<file path="config.mk">
export PLATFORM = sky130hd
export DESIGN_NAME = gray_conv_arbiter_flat
export DESIGN_NICKNAME = d
export VERILOG_FILES = /design/src/rtl/gray_conv_arbiter_pkg.sv /design/src/rtl/gray_conv_arbiter_if.sv /design/src/rtl/gray_conv_arbiter_xcode.sv /design/src/rtl/gray_conv_arbiter.sv /design/src/flat_wrapper.sv
export SDC_FILE = /design/constraint.sdc
export NUM_CORES = 1
export LEC_CHECK = 0
export CAP_MARGIN = 20
export CORE_AREA = 4 4 48 50
export CTS_CLUSTER_DIAMETER = 150
export CTS_CLUSTER_SIZE = 24
export DETAILED_ROUTE_END_ITERATION = 12
export DIE_AREA = 0 0 52 54
export DONT_BUFFER_PORTS = 1
export GPL_ROUTABILITY_DRIVEN = 1
export GPL_TIMING_DRIVEN = 0
export PLACE_DENSITY = 0.57
export SYNTH_ARGS = -nofsm -noshare
export SYNTH_HDL_FRONTEND = slang
export SYNTH_SLANG_ARGS = --single-unit
</file>
<file path="constraint.sdc">
create_clock -name clk -period 3 [get_ports clk]
set_input_delay 0.6 -clock clk [delete_from_list [all_inputs] [get_ports clk]]
set_output_delay 0.6 -clock clk [all_outputs]
set_load 0.1 [all_outputs]
</file>
<file path="src/rtl/gray_conv_arbiter_pkg.sv">
// Shared types and constants for the Gray-code conversion arbiter.
// Optional feature macro: GRAY_CONV_DECODE_EN (adds Gray-to-binary decode).
package gray_conv_pkg;

  localparam int GRAY_WIDTH_DEF = 8;

  typedef enum logic {
    IDLE = 1'b0,
    HOLD = 1'b1
  } state_t;

  typedef logic req_idx_t;

endpackage

</file>
<file path="src/rtl/gray_conv_arbiter_if.sv">
// Requester/result bus shared by the arbiter and its environment.
// Optional feature macro: GRAY_CONV_DECODE_EN (adds per-requester req_mode).
interface gray_conv_arbiter_if #(
  parameter int WIDTH = gray_conv_pkg::GRAY_WIDTH_DEF
);
  logic [1:0]       req_valid;
  logic [WIDTH-1:0] req_data0;
  logic [WIDTH-1:0] req_data1;
  logic [1:0]       req_ready;
  logic             out_valid;
  logic [WIDTH-1:0] out_data;
  logic             out_id;
  logic             out_ready;
`ifdef GRAY_CONV_DECODE_EN
  logic [1:0]       req_mode;

  modport master (
    output req_valid, req_data0, req_data1, req_mode, out_ready,
    input  req_ready, out_valid, out_data, out_id
  );

  modport slave (
    input  req_valid, req_data0, req_data1, req_mode, out_ready,
    output req_ready, out_valid, out_data, out_id
  );
`else
  modport master (
    output req_valid, req_data0, req_data1, out_ready,
    input  req_ready, out_valid, out_data, out_id
  );

  modport slave (
    input  req_valid, req_data0, req_data1, out_ready,
    output req_ready, out_valid, out_data, out_id
  );
`endif
endinterface

</file>
<file path="src/rtl/gray_conv_arbiter_xcode.sv">
// Purely combinational binary<->Gray converter, shared by both requesters.
// Optional feature macro: GRAY_CONV_DECODE_EN (i_mode=1 selects decode).
module gray_xcode #(
  parameter int WIDTH = gray_conv_pkg::GRAY_WIDTH_DEF
) (
  input  logic [WIDTH-1:0] i_data,
`ifdef GRAY_CONV_DECODE_EN
  input  logic             i_mode,
`endif
  output logic [WIDTH-1:0] o_data
);

  logic [WIDTH-1:0] w_enc;

  assign w_enc = i_data ^ (i_data >> 1);

`ifdef GRAY_CONV_DECODE_EN
  logic [WIDTH-1:0] w_dec;

  // Decode is a running XOR from the MSB down.
  always_comb begin
    w_dec            = '0;
    w_dec[WIDTH-1]   = i_data[WIDTH-1];
    for (int k = WIDTH - 2; k >= 0; k--) begin
      w_dec[k] = w_dec[k+1] ^ i_data[k];
    end
  end

  assign o_data = i_mode ? w_dec : w_enc;
`else
  assign o_data = w_enc;
`endif

endmodule

</file>
<file path="src/rtl/gray_conv_arbiter.sv">
// Two-requester round-robin arbiter feeding a one-deep Gray conversion
// result register. Optional feature macro: GRAY_CONV_DECODE_EN.
//
// state | meaning
// IDLE  | result register empty, out_valid=0
// HOLD  | result register holds a word, out_valid=1
module gray_conv_arbiter #(
  parameter int WIDTH = gray_conv_pkg::GRAY_WIDTH_DEF
) (
  input logic               clk,
  input logic               rst_n,
  gray_conv_arbiter_if.slave bus
);
  import gray_conv_pkg::*;

  state_t           r_state;
  state_t           w_state_nxt;
  req_idx_t         r_last;
  req_idx_t         w_grant;
  logic             w_can_accept;
  logic             w_accept;
  logic [1:0]       w_ready;
  logic [WIDTH-1:0] w_sel_data;
  logic [WIDTH-1:0] w_xcode;
  logic [WIDTH-1:0] r_out_data;
  logic             r_out_id;

  // Round-robin pick: a lone requester wins, contention goes to the one not granted last.
  always_comb begin
    w_grant = 1'b0;
    case (bus.req_valid)
      2'b01:   w_grant = 1'b0;
      2'b10:   w_grant = 1'b1;
      2'b11:   w_grant = ~r_last;
      default: w_grant = 1'b0;
    endcase
  end

  assign w_can_accept = (r_state == IDLE) || bus.out_ready;

  // rst_n gates ready so nothing is offered while reset is asserted.
  assign w_ready  = (rst_n && w_can_accept && (|bus.req_valid)) ?
                    (w_grant ? 2'b10 : 2'b01) : 2'b00;
  assign w_accept = |(bus.req_valid & w_ready);

  assign w_sel_data = w_grant ? bus.req_data1 : bus.req_data0;

  gray_xcode #(.WIDTH(WIDTH)) u_xcode (
    .i_data (w_sel_data),
`ifdef GRAY_CONV_DECODE_EN
    .i_mode (bus.req_mode[w_grant]),
`endif
    .o_data (w_xcode)
  );

  // Next-state logic for the result register occupancy.
  always_comb begin
    w_state_nxt = r_state;
    case (r_state)
      IDLE:    if (w_accept) w_state_nxt = HOLD;
      HOLD:    if (bus.out_ready && !w_accept) w_state_nxt = IDLE;
      default: w_state_nxt = IDLE;
    endcase
  end

  // State register.
  always_ff @(posedge clk or negedge rst_n) begin
    if (!rst_n) r_state <= IDLE;
    else        r_state <= w_state_nxt;
  end

  // Result register and grant pointer advance only on an accepted transfer.
  always_ff @(posedge clk or negedge rst_n) begin
    if (!rst_n) begin
      r_out_data <= '0;
      r_out_id   <= 1'b0;
      r_last     <= 1'b1;
    end else if (w_accept) begin
      r_out_data <= w_xcode;
      r_out_id   <= w_grant;
      r_last     <= w_grant;
    end
  end

  assign bus.req_ready = w_ready;
  assign bus.out_valid = (r_state == HOLD);
  assign bus.out_data  = r_out_data;
  assign bus.out_id    = r_out_id;

endmodule

</file>
<file path="src/flat_wrapper.sv">
// flat-port wrapper written by rule: the top's interface ports become plain ports
module gray_conv_arbiter_flat import gray_conv_pkg::*;
#(
  parameter int WIDTH = gray_conv_pkg::GRAY_WIDTH_DEF
)
  (clk, rst_n, bus_req_valid, bus_req_data0, bus_req_data1, bus_out_ready, bus_req_ready, bus_out_valid, bus_out_data, bus_out_id);
  gray_conv_arbiter_if #(.WIDTH(WIDTH)) bus_i ();
  input logic clk;
  input logic rst_n;
  input wire logic [$bits(bus_i.req_valid)-1:0] bus_req_valid;
  input wire logic [$bits(bus_i.req_data0)-1:0] bus_req_data0;
  input wire logic [$bits(bus_i.req_data1)-1:0] bus_req_data1;
  input wire logic [$bits(bus_i.out_ready)-1:0] bus_out_ready;
  output wire logic [$bits(bus_i.req_ready)-1:0] bus_req_ready;
  output wire logic [$bits(bus_i.out_valid)-1:0] bus_out_valid;
  output wire logic [$bits(bus_i.out_data)-1:0] bus_out_data;
  output wire logic [$bits(bus_i.out_id)-1:0] bus_out_id;
  assign bus_i.req_valid = bus_req_valid;
  assign bus_i.req_data0 = bus_req_data0;
  assign bus_i.req_data1 = bus_req_data1;
  assign bus_i.out_ready = bus_out_ready;
  assign bus_req_ready = bus_i.req_ready;
  assign bus_out_valid = bus_i.out_valid;
  assign bus_out_data = bus_i.out_data;
  assign bus_out_id = bus_i.out_id;
  gray_conv_arbiter #(.WIDTH(WIDTH)) u_core (.clk(clk), .rst_n(rst_n), .bus(bus_i));
endmodule
</file>
# After elaboration in Yosys (flattened, before gate mapping)
# Index checks and enable logic that the tools add are counted.
totals:
  register_bits: 11
  latchBits: 0
  ramBits: 0
  mem_bits_ro: 0
  in_bits: 21
  output_inout_bits: 12
  wordCells: 24
  mem_count: 0
classes:
  n_addsub: 0
  mul: 0
  n_div: 0
  magnitude_cmp: 0
  eq_ne: 2
  n_shift: 0
  muxes: 7
  bitwise: 4
  n_reduce_logical: 7
op_table:
  columns: ["operator", "count"]
  rows:
  - ["8-bit two-way mux", 1]
  - ["8-bit by 7-bit XOR with 8-bit output", 1]
  - ["2-bit equality test, second input constant", 2]
  - ["2-bit two-way mux", 2]
  - ["1-bit one-hot mux with 2 select lines", 2]
  - ["2-bit OR reduction", 2]
  - ["1-bit logical AND", 3]
  - ["2-bit AND", 1]
  - ["1-bit two-way mux", 2]
  - ["1-bit NOT", 2]
  - ["1-bit zero test", 1]
  - ["1-bit logical OR", 1]

# Longest topological paths before layout
# Gate-level depths: netlist (run 1).
logic_depth:
  depth_word: 11
  ltp_mapped: 4

# Modules after synthesis
# Synthesis (run 1) repeated with hierarchy kept, for this count alone.
hier_totals:
  cells_unflattened: 45
  hier_area_um2: 624.3
by_module_without_submodules:
  columns: ["mod", "instances", "cells_per_inst", "area_each_um2", "seq_area_each_um2"]
  rows:
  - ["gray_conv_arbiter", 1, 37, 555.5, 276.5]
  - ["gray_xcode", 1, 8, 68.8, 0.0]

# Least setup slack after synthesis (run 1)
# Ideal clock, no wire load.
synth_path:
  path_kind: "flip-flop to output port"
  from: "reg u_core.r_state, in the netlist u_core.bus.out_valid"
  to: "out bus_req_ready[0]"
  arrival_time_ns: 2.648
  required_time_ns: 2.400
  path_slack_ns: -0.248
  path_stages_with_launch: 5
  n_path_buf: 1
  cell_sequence: "dfrtp_1 nand2b_2 o211ai_1 buf_4 nor2b_1"
synth_via:
  elab_chain_len: 5
synth_lines:
  columns: ["item", "line_no", "source"]
  rows:
  - ["from (decl)", "gray_conv_arbiter.sv:16", "state_t r_state;"]
  - ["from (signal assigned)", "gray_conv_arbiter.sv:69", "else r_state <= w_state_nxt;"]
  - ["1-bit NOT", "gray_conv_arbiter.sv:39", "assign w_can_accept = (r_state == IDLE) || bus.out_ready;"]
  - ["1-bit logical OR", "gray_conv_arbiter.sv:39", null]
  - ["1-bit logical AND (2 in series)", "gray_conv_arbiter.sv:42", "assign w_ready = (rst_n && w_can_accept && (|bus.req_valid)) ?"]
  - ["2-bit two-way mux", "gray_conv_arbiter.sv:42", null]
  - ["to (decl)", "flat_wrapper.sv:14", "output wire logic [$bits(bus_i.req_ready)-1:0] bus_req_ready;"]
# Every way passes these cells.

# Final worst setup path (run 1)
layout_path:
  from: "reg u_core.r_state, in the netlist u_core.bus.out_valid"
  to: "out bus_req_ready[1]"
# Same word-level chain as after synthesis.

==> results of run 1 <==
## synth_stat cells
cell type  instances  area [um2]
buf_4              2        15.0
a41oi_1            1        8.76
a31oi_1            1        6.26
mux2_4             1        15.0
dfstp_2            1        26.3
o2bb2ai_1          1        8.76
nor2b_1            1        6.26
dfrtp_1           10         250
a21bo_2            1        10.0
nand2_1            2        7.51
o211ai_1           1        7.51
mux2i_1            7        70.1
xnor2_1           14         123
mux2_2             8        90.1
nor2_1             1        3.75
nand2b_2           1        8.76
## path summary, 6_finish.rpt
path | start | end | slack (ns) | depth (start not counted)
setup / recovery | u_core.bus.out_valid$_DFF_PN0_ | bus_req_ready[1] | 0.20 | 3
hold / removal | rst_n | u_core.bus.out_valid$_DFF_PN0_ | 0.03 | 0
setup reg to reg | u_core.bus.out_valid$_DFF_PN0_ | u_core.bus.out_data[1]$_DFFE_PN0P_ | 0.98 | 4
hold reg to reg | u_core.r_last$_DFFE_PN1P_ | u_core.r_last$_DFFE_PN1P_ | 0.57 | 2
max in group asynchronous | rst_n | u_core.bus.out_data[2]$_DFFE_PN0P_ | 2.12 | 1
min in group clk | rst_n | u_core.r_last$_DFFE_PN1P_ | 0.42 | 1
## power by group through the flow
| stage | registers, mW | clock network [mW] | logic, mW |
|---|---|---|---|
| finish | 0.466 | 0.0999 | 0.114 |
| global route | 0.471 | 0.116 | 0.125 |
| CTS | 0.468 | 0.107 | 0.113 |
| detailed placement | 0.471 | 0 | 0.111 |
| global placement | 0.469 | 0 | 0.109 |
| floorplan | 0.462 | 0 | 0.101 |
## per-layer routing
layer | share of wire | global-route usage | wire length (um)
met5 | 0 | 0 | 0
met4 | 0 | 0.0131 | 0
met3 | 0.15 | 0.0776 | 194
met2 | 0.48 | 0.144 | 608
met1 | 0.36 | 0.104 | 456
## worst max-delay path, stage by stage (launching register included)
cell and delay [ns]:
dfrtp_1 0.74, nand2b_2 0.28, nand2_1 0.10, nor2_2 0.81
## layout by cell type, fill, tap and decap left out, drive strengths merged
cell and count:
xnor2 14, mux2 9, dfstp 1, nor2b 1
o2bb2ai 1, a31oi 1, nand2 2, mux2i 7
o211ai 1, a21bo 1, dlygate4sd3 1, nand2b 1
nor2 1, dfrtp 10, buf 2, a41oi 1
clkbuf 4
## sequential cells by signal (all words and copies together) (netlist names)
| register | cells |
|---|---|
| u_core.bus.out_data | 8 |
| u_core.bus.out_valid | 1 |
| u_core.r_last | 1 |
| u_core.bus.out_id | 1 |
## cells by family (layout without fill, tap and decap cells)
kind of cell,count (synthesis),in the layout
AOI/OAI and AO/OA,5,5
xor gates and xnor gates,14,14
buffers and inverters,2,7
DFF,11,11
muxes,16,16
and+or+nand+nor,5,5
## timing repair
action,in CTS,in global routing
setup buffers,0,0
hold endpoints to repair,0,6
endpoints found under the setup margin,1,0
resized for setup,1,0
hold buffers,0,1
## final cells by class
cell class / count / area [um2] / share of cell area
multi-input cells: 40 / 375 / 0.509
flip-flops and latches: 11 / 277 / 0.375
well taps: 27 / 33.8 / 0.0458
clock buffers: 4 / 26.3 / 0.0357
plain buffers: 2 / 15.0 / 0.0204
repair buffers: 1 / 10.0 / 0.0136
## stage by stage
stage / area, um2 / cells / worst slack, ns / total power [mW] / hold slack, ns
after floorplan: 659 / 53 / 0.0760 / 0.563 / 0.304
after global placement: 693 / 80 / 0.0289 / 0.579 / 0.305
after detailed placement: 696 / 80 / 0.197 / 0.582 / 0.305
after CTS: 727 / 84 / 0.190 / 0.688 / 0.00230
after global routing: 737 / 85 / 0.137 / 0.713 / 0.000346
final: 737 / 85 / 0.202 / 0.680 / 0.0259
==> qor.csv, run 1 <==
metric,value,unit
status,finished clean,
crit end category,output port,
fmax,357,MHz
vias in the first global route,400,
Min-Delay Path Class,in2async,
mux share of post-synthesis cell area,0.267,
Post-Route WL,1.26,mm
die footprint,0.00281,mm2
Synthesized Nets,74,
Netlist Area Pre-Place,657,um2
# H-tree levels,1,
clock power share,0.147,
clock sink total,11,
"Setup violations, final",0,
clk_skew,0.00422,ns
"Slew Viols, Final",0,
post-synthesis area per instance,12.4,um2
slew margin rel.,0.295,
VDD IR max,411,uV
Die X,52,um
register bit total from synthesis,11,
largest net degree at the start of global routing,16,
first-pass GRT wire length,1.83,mm
Worst-Skew Late Latency,0.26,ns
Mapped Cells,53,
Post-Synth Simple-Gate Area,0.0400,
Starting Density,0.345,
hpwl dp,994,um
Antenna diodes,0,
DRT iter0 DRCs,1,
Compound-Gate Fraction of Synth Area,0.0629,
Total GRT Usage,0.0945,
Flop pwr share,0.686,
"Req. time, crit path",2.40,ns
number of remaining DRC errors,0,
DR pass1 iterations,2,
largest family of logic cells by synthesized area,multiplexers,
Synth Area in Adders,0,
CP Launch Type,flop,
grt ovf,0,
layout cells sized above 1,0.328,
Clock Pin Slew Worst Setup and Hold Paths,0.07,ns
Via density,4.76,
Antenna Nets Post-Route,0,
Max Root-Sink Buffers,2,
power density over cell area,923,mW/mm2
measured slew at the worst slew-check pin,1.06,ns
wire length per cell,14.8,um
FILL cells,194,
Vias,405,
Final Critical Period,2.80,ns
core area,0.00190,mm2
Worst Path Arrival,2.20,ns
CP Class,reg2out,
post-synthesis sequential area ratio,0.421,
CTS Buf Count,3,
Port Buffer Count,0,
yosys warns,0,
sw frac,0.563,
Die Y,54,um
TritonCTS clock tree,done,
Psw,0.383,mW
Ports,33,
Final nets,80,
final core occ,0.388,
final period utilization,0.933,
Logic pwr share,0.167,
Root Buffer Master,clkbuf_4,
Total Neg Setup Slack,0,ns
P&R area growth vs syn,12.2,%
RSZ-0062 raised after global routing,no,
max_cap viols,0,
Synth Area in XOR/XNOR,0.187,
Final Hold Vio Count,0,
P_leak,0.308,nW
CP Max Fanout,5,
Netlist cell types,16,
Pint,0.297,mW
gpl congestion,0.596,
Rows,16,
initial antenna violation count,0,
Note: power is estimated with default switching activity, not from simulation.
==> run 2: changes to the inputs <==
- ABC_AREA: unset -> 0
- CORE_AREA: 4 4 48 50 -> 4 4 46 48
- DIE_AREA: 0 0 52 54 -> 0 0 50 52
- PLACE_DENSITY: 0.57 -> 0.6
==> qor.csv, run 2 (synthesis gave the netlist of run 1 again) <==
metric,value,unit
DRT iter0 DRCs,2,
"commonest non-fill, non-tap cell in the layout",xnor2_1,
FILL cells,161,
most frequent cells in the layout,"xnor2_1 (14), dfrtp_1 (10), mux2_2 (8)",
gpl congestion,0.615,
max_cap viols,0,
Min-Delay Path Class,in2async,
hpwl dp,976,um
RSZ-0062 raised after global routing,no,
# H-tree levels,1,
Worst Path Arrival,2.20,ns
Ports,33,
Final nets,79,
Worst-Skew Late Latency,0.26,ns
final period utilization,0.933,
Final Hold Vio Count,0,
"Setup violations, final",0,
initial antenna violation count,0,
Reg area,277,um2
"Slew Viols, Final",0,
CP Launch Type,flop,
vias in the first global route,445,
grt ovf,0,
VDD IR max,607,uV
clock sink total,11,
measured slew at the worst slew-check pin,1.06,ns
layout cells sized above 1,0.333,
CTS Buf Count,3,
status,finished clean,
slew margin rel.,0.294,
Antenna diodes,0,
P_leak,0.303,nW
core area,0.00171,mm2
post-route setup slack,0.201,ns
Rows,15,
Total GRT Usage,0.103,
Starting Density,0.385,
TritonCTS clock tree,done,
Total Neg Setup Slack,0,ns
Vias,402,
Post-Route WL,1.24,mm
clk_skew,0.00236,ns
first-pass GRT wire length,1.95,mm
wire length per cell,15.2,um
"Req. time, crit path",2.40,ns
Final Critical Period,2.80,ns
power density over cell area,938,mW/mm2
Max Root-Sink Buffers,2,
CP Max Fanout,5,
die footprint,0.00260,mm2
Die X,50,um
fmax,357,MHz
number of remaining DRC errors,0,
multi-input logic area,375,um2
Antenna Nets Post-Route,0,
Setup Buffers After CTS,0,
worst reg2reg path depth,4,
max reg flops,8,
Via density,4.90,
Clock Pin Slew Worst Setup and Hold Paths,0.07,ns
pre-CTS setup slack,0.189,ns
DR pass1 iterations,2,
Port Buffer Count,0,
largest net degree at the start of global routing,16,
Die Y,52,um
P&R area growth vs syn,10.3,%
crit end category,output port,
CP Class,reg2out,
Root Buffer Master,clkbuf_4,
## run 2: cell count changes in the layout (fill, tap and decap cells not counted), sizes merged
cell and delta:
dlygate4sd3 -1
## run 2: worst max-delay path, cell delays in order, from the launching register on
cell and delay, ns:
dfrtp_1 0.74, nand2b_2 0.28, nand2_1 0.10, nor2_2 0.81
## run 2: final timing paths
path	start	to	slack (ns)
worst max-delay path	u_core.bus.out_valid$_DFF_PN0_	bus_req_ready[1]	0.20
worst min-delay path	rst_n	u_core.bus.out_data[1]$_DFFE_PN0P_	0.02
worst max register to register	u_core.bus.out_valid$_DFF_PN0_	u_core.bus.out_data[1]$_DFFE_PN0P_	0.98
worst min register to register	u_core.r_last$_DFFE_PN1P_	u_core.r_last$_DFFE_PN1P_	0.58
max in group asynchronous	rst_n	u_core.r_last$_DFFE_PN1P_	2.81
min in group clk	rst_n	u_core.r_last$_DFFE_PN1P_	0.42
## run 2: metal layers
layer	vias to the layer above	global-route usage	wire length, um
li1	193	-	-
met1	187	0.120	499
met2	22	0.143	557
met3	0	0.0573	187
met4	0	0.0691	0
met5	-	0	0
## run 2: cell type report
type	instances	area share
Sequential cell	11	0.382
Buffer	2	0.0207
Clock buffer	4	0.0363
Multi-Input combinational cell	40	0.518
Tap cell	25	0.0432
## run 2: power breakdown
part	internal [mW]	switching (mW)
registers	0.183	0.283
clock network	0.0514	0.0497
logic	0.0623	0.0500
total	0.296	0.383
## run 2: through the flow
step | instance area, um2 | hold slack, ns | util | power [mW] | std cells
floorplan | 659 | 0.304 | - | 0.563 | 53
global placement | 691 | 0.305 | 0.404 | 0.578 | 78
detailed placement | 693 | 0.305 | 0.406 | 0.582 | 78
CTS | 724 | 0.0103 | 0.424 | 0.688 | 82
global route | 724 | 0.0000969 | 0.424 | 0.708 | 82
finish | 724 | 0.0228 | 0.424 | 0.680 | 82
## run 2: what timing repair did
action | 4_1_cts | 5_1_grt
setup endpoints to repair | 1 | 0
hold buffers | 0 | 0
gates resized for setup | 1 | 0
==> run 3: changes to the inputs <==
- GPL_TIMING_DRIVEN: 0 -> unset
==> qor.csv, run 3 (synthesis gave the netlist of run 1 again) <==
metric,value,unit
CTS Buf Count,3,
DRT iter0 DRCs,0,
Final nets,82,
CP Launch Type,flop,
Post-Route WL,1.19,mm
final instance area,744,um2
core area,0.00171,mm2
critical path's largest stage delay,0.54,ns
Min-Delay Path Class,in2async,
P&R area growth vs syn,13.3,%
Ports,33,
slew margin rel.,0.393,
WHS,0.169,ns
Final Hold Vio Count,0,
FF-to-FF End,u_core.bus.out_data[7]$_DFFE_PN0P_,
Worst Path Arrival,1.61,ns
Starting Density,0.385,
worst reg2reg path depth,3,
crit path buf inv count,1,
Antenna diodes,0,
Flop pwr share,0.666,
Pint,0.300,mW
most frequent cells in the layout,"xnor2_1 (14), dfrtp_1 (10), mux2_2 (8)",
largest net degree at the start of global routing,16,
P_leak,0.313,nW
vias in the first global route,412,
measured slew at the worst slew-check pin,0.911,ns
"Slew Viols, Final",0,
placed cell count,80,
clock sink total,11,
max_cap viols,0,
# H-tree levels,1,
VDD IR max,530,uV
sw frac,0.561,
fmax,452,MHz
CP Class,reg2out,
grt ovf,0,
Critical-path top delay cell,dfstp_2,
Total GRT Usage,0.0955,
TritonCTS clock tree,done,
final period utilization,0.738,
"commonest non-fill, non-tap cell in the layout",xnor2_1,
fin cells,85,
layout cells sized above 1,0.350,
r2r setup slk,1.44,ns
die footprint,0.00260,mm2
Die Y,52,um
Root Buffer Master,clkbuf_4,
CP Max Fanout,11,
Antenna Nets Post-Route,0,
worst-path cell chain,a21bo_2 -> nor2b_2 -> buf_4,
gpl congestion,0.624,
CP top delay family,flip-flops,
Psw,0.383,mW
Via density,4.85,
status,finished clean,
clk_skew,0.00108,ns
hpwl dp,927,um
Die X,50,um
Total Neg Setup Slack,0,ns
Port Buffer Count,0,
number of remaining DRC errors,0,
max reg flops,8,
initial antenna violation count,0,
Final Critical Period,2.21,ns
Vias,412,
RSZ-0062 raised after global routing,no,
clock power share,0.146,
wire length per cell,14.0,um
Logic pwr share,0.188,
first-pass GRT wire length,1.83,mm
Post-DP Area,708,um2
power density over cell area,917,mW/mm2
Reg-to-Reg Start,u_core.r_last$_DFFE_PN1P_,
Rows,15,
"Setup violations, final",0,
Worst-Skew Late Latency,0.27,ns
Clock Pin Slew Worst Setup and Hold Paths,0.07,ns
DR pass1 iterations,1,
"Req. time, crit path",2.40,ns
crit end category,output port,
Max Root-Sink Buffers,2,
-- run 3: changes by cell type in the layout (fill, tap and decap cells not counted), sizes merged --
cell / previous run / this run
buf: 2 / 4
dlygate4sd3: 0 / 1
-- run 3: metal layers --
metal	GRT usage	part of all wire	vias up
met5	0	0	-
met4	0	0	0
met3	0.103	0.19	0
met2	0.128	0.45	25
met1	0.108	0.36	186
li1	-	-	201
-- run 3: layout make-up --
| class | count | area, um2 |
|---|---|---|
| fillers | 165 | 963 |
| multi-input cells | 40 | 370 |
| flip-flops and latches | 11 | 277 |
| repair buffers | 5 | 40.0 |
| well taps | 25 | 31.3 |
| clock buffers | 4 | 26.3 |
-- run 3: per-stage QoR --
step	util	worst slack, ns	total power, mW
final	0.436	0.785	0.682
after global routing	0.436	0.695	0.715
after CTS	0.430	0.759	0.688
after detailed placement	0.415	0.940	0.585
after global placement	0.415	0.944	0.583
after floorplan	-	0.0760	0.563
-- run 3: what timing repair did --
| action | CTS | global route |
|---|---|---|
| buffers inserted | 0 | 0 |
| endpoints found under the hold margin | 0 | 10 |
| hold buffers | 0 | 1 |
| gates resized for setup | 0 | 0 |
-- run 3: worst max-delay path by stage --
stage	startpoint	to	slack (ns)	cells after the start
3_5_place_dp	bus_req_valid[1]	bus_req_ready[0]	0.94	3
3_3_place_gp	bus_req_valid[1]	bus_req_ready[0]	0.94	3
4_1_cts	u_core.r_last$_DFFE_PN1P_	bus_req_ready[0]	0.76	3
6_report	u_core.r_last$_DFFE_PN1P_	bus_req_ready[0]	0.79	3
2_1_floorplan	u_core.bus.out_valid$_DFF_PN0_	bus_req_ready[1]	0.08	3
5_1_grt	u_core.r_last$_DFFE_PN1P_	bus_req_ready[0]	0.70	3
-- run 3: power groups by stage --
stage,registers [mW],logic (mW),clock network [mW]
after global placement,0.457,0.125,0
after floorplan,0.462,0.101,0
final,0.454,0.128,0.0999
after CTS,0.455,0.127,0.106
after detailed placement,0.458,0.126,0
after global routing,0.461,0.139,0.116
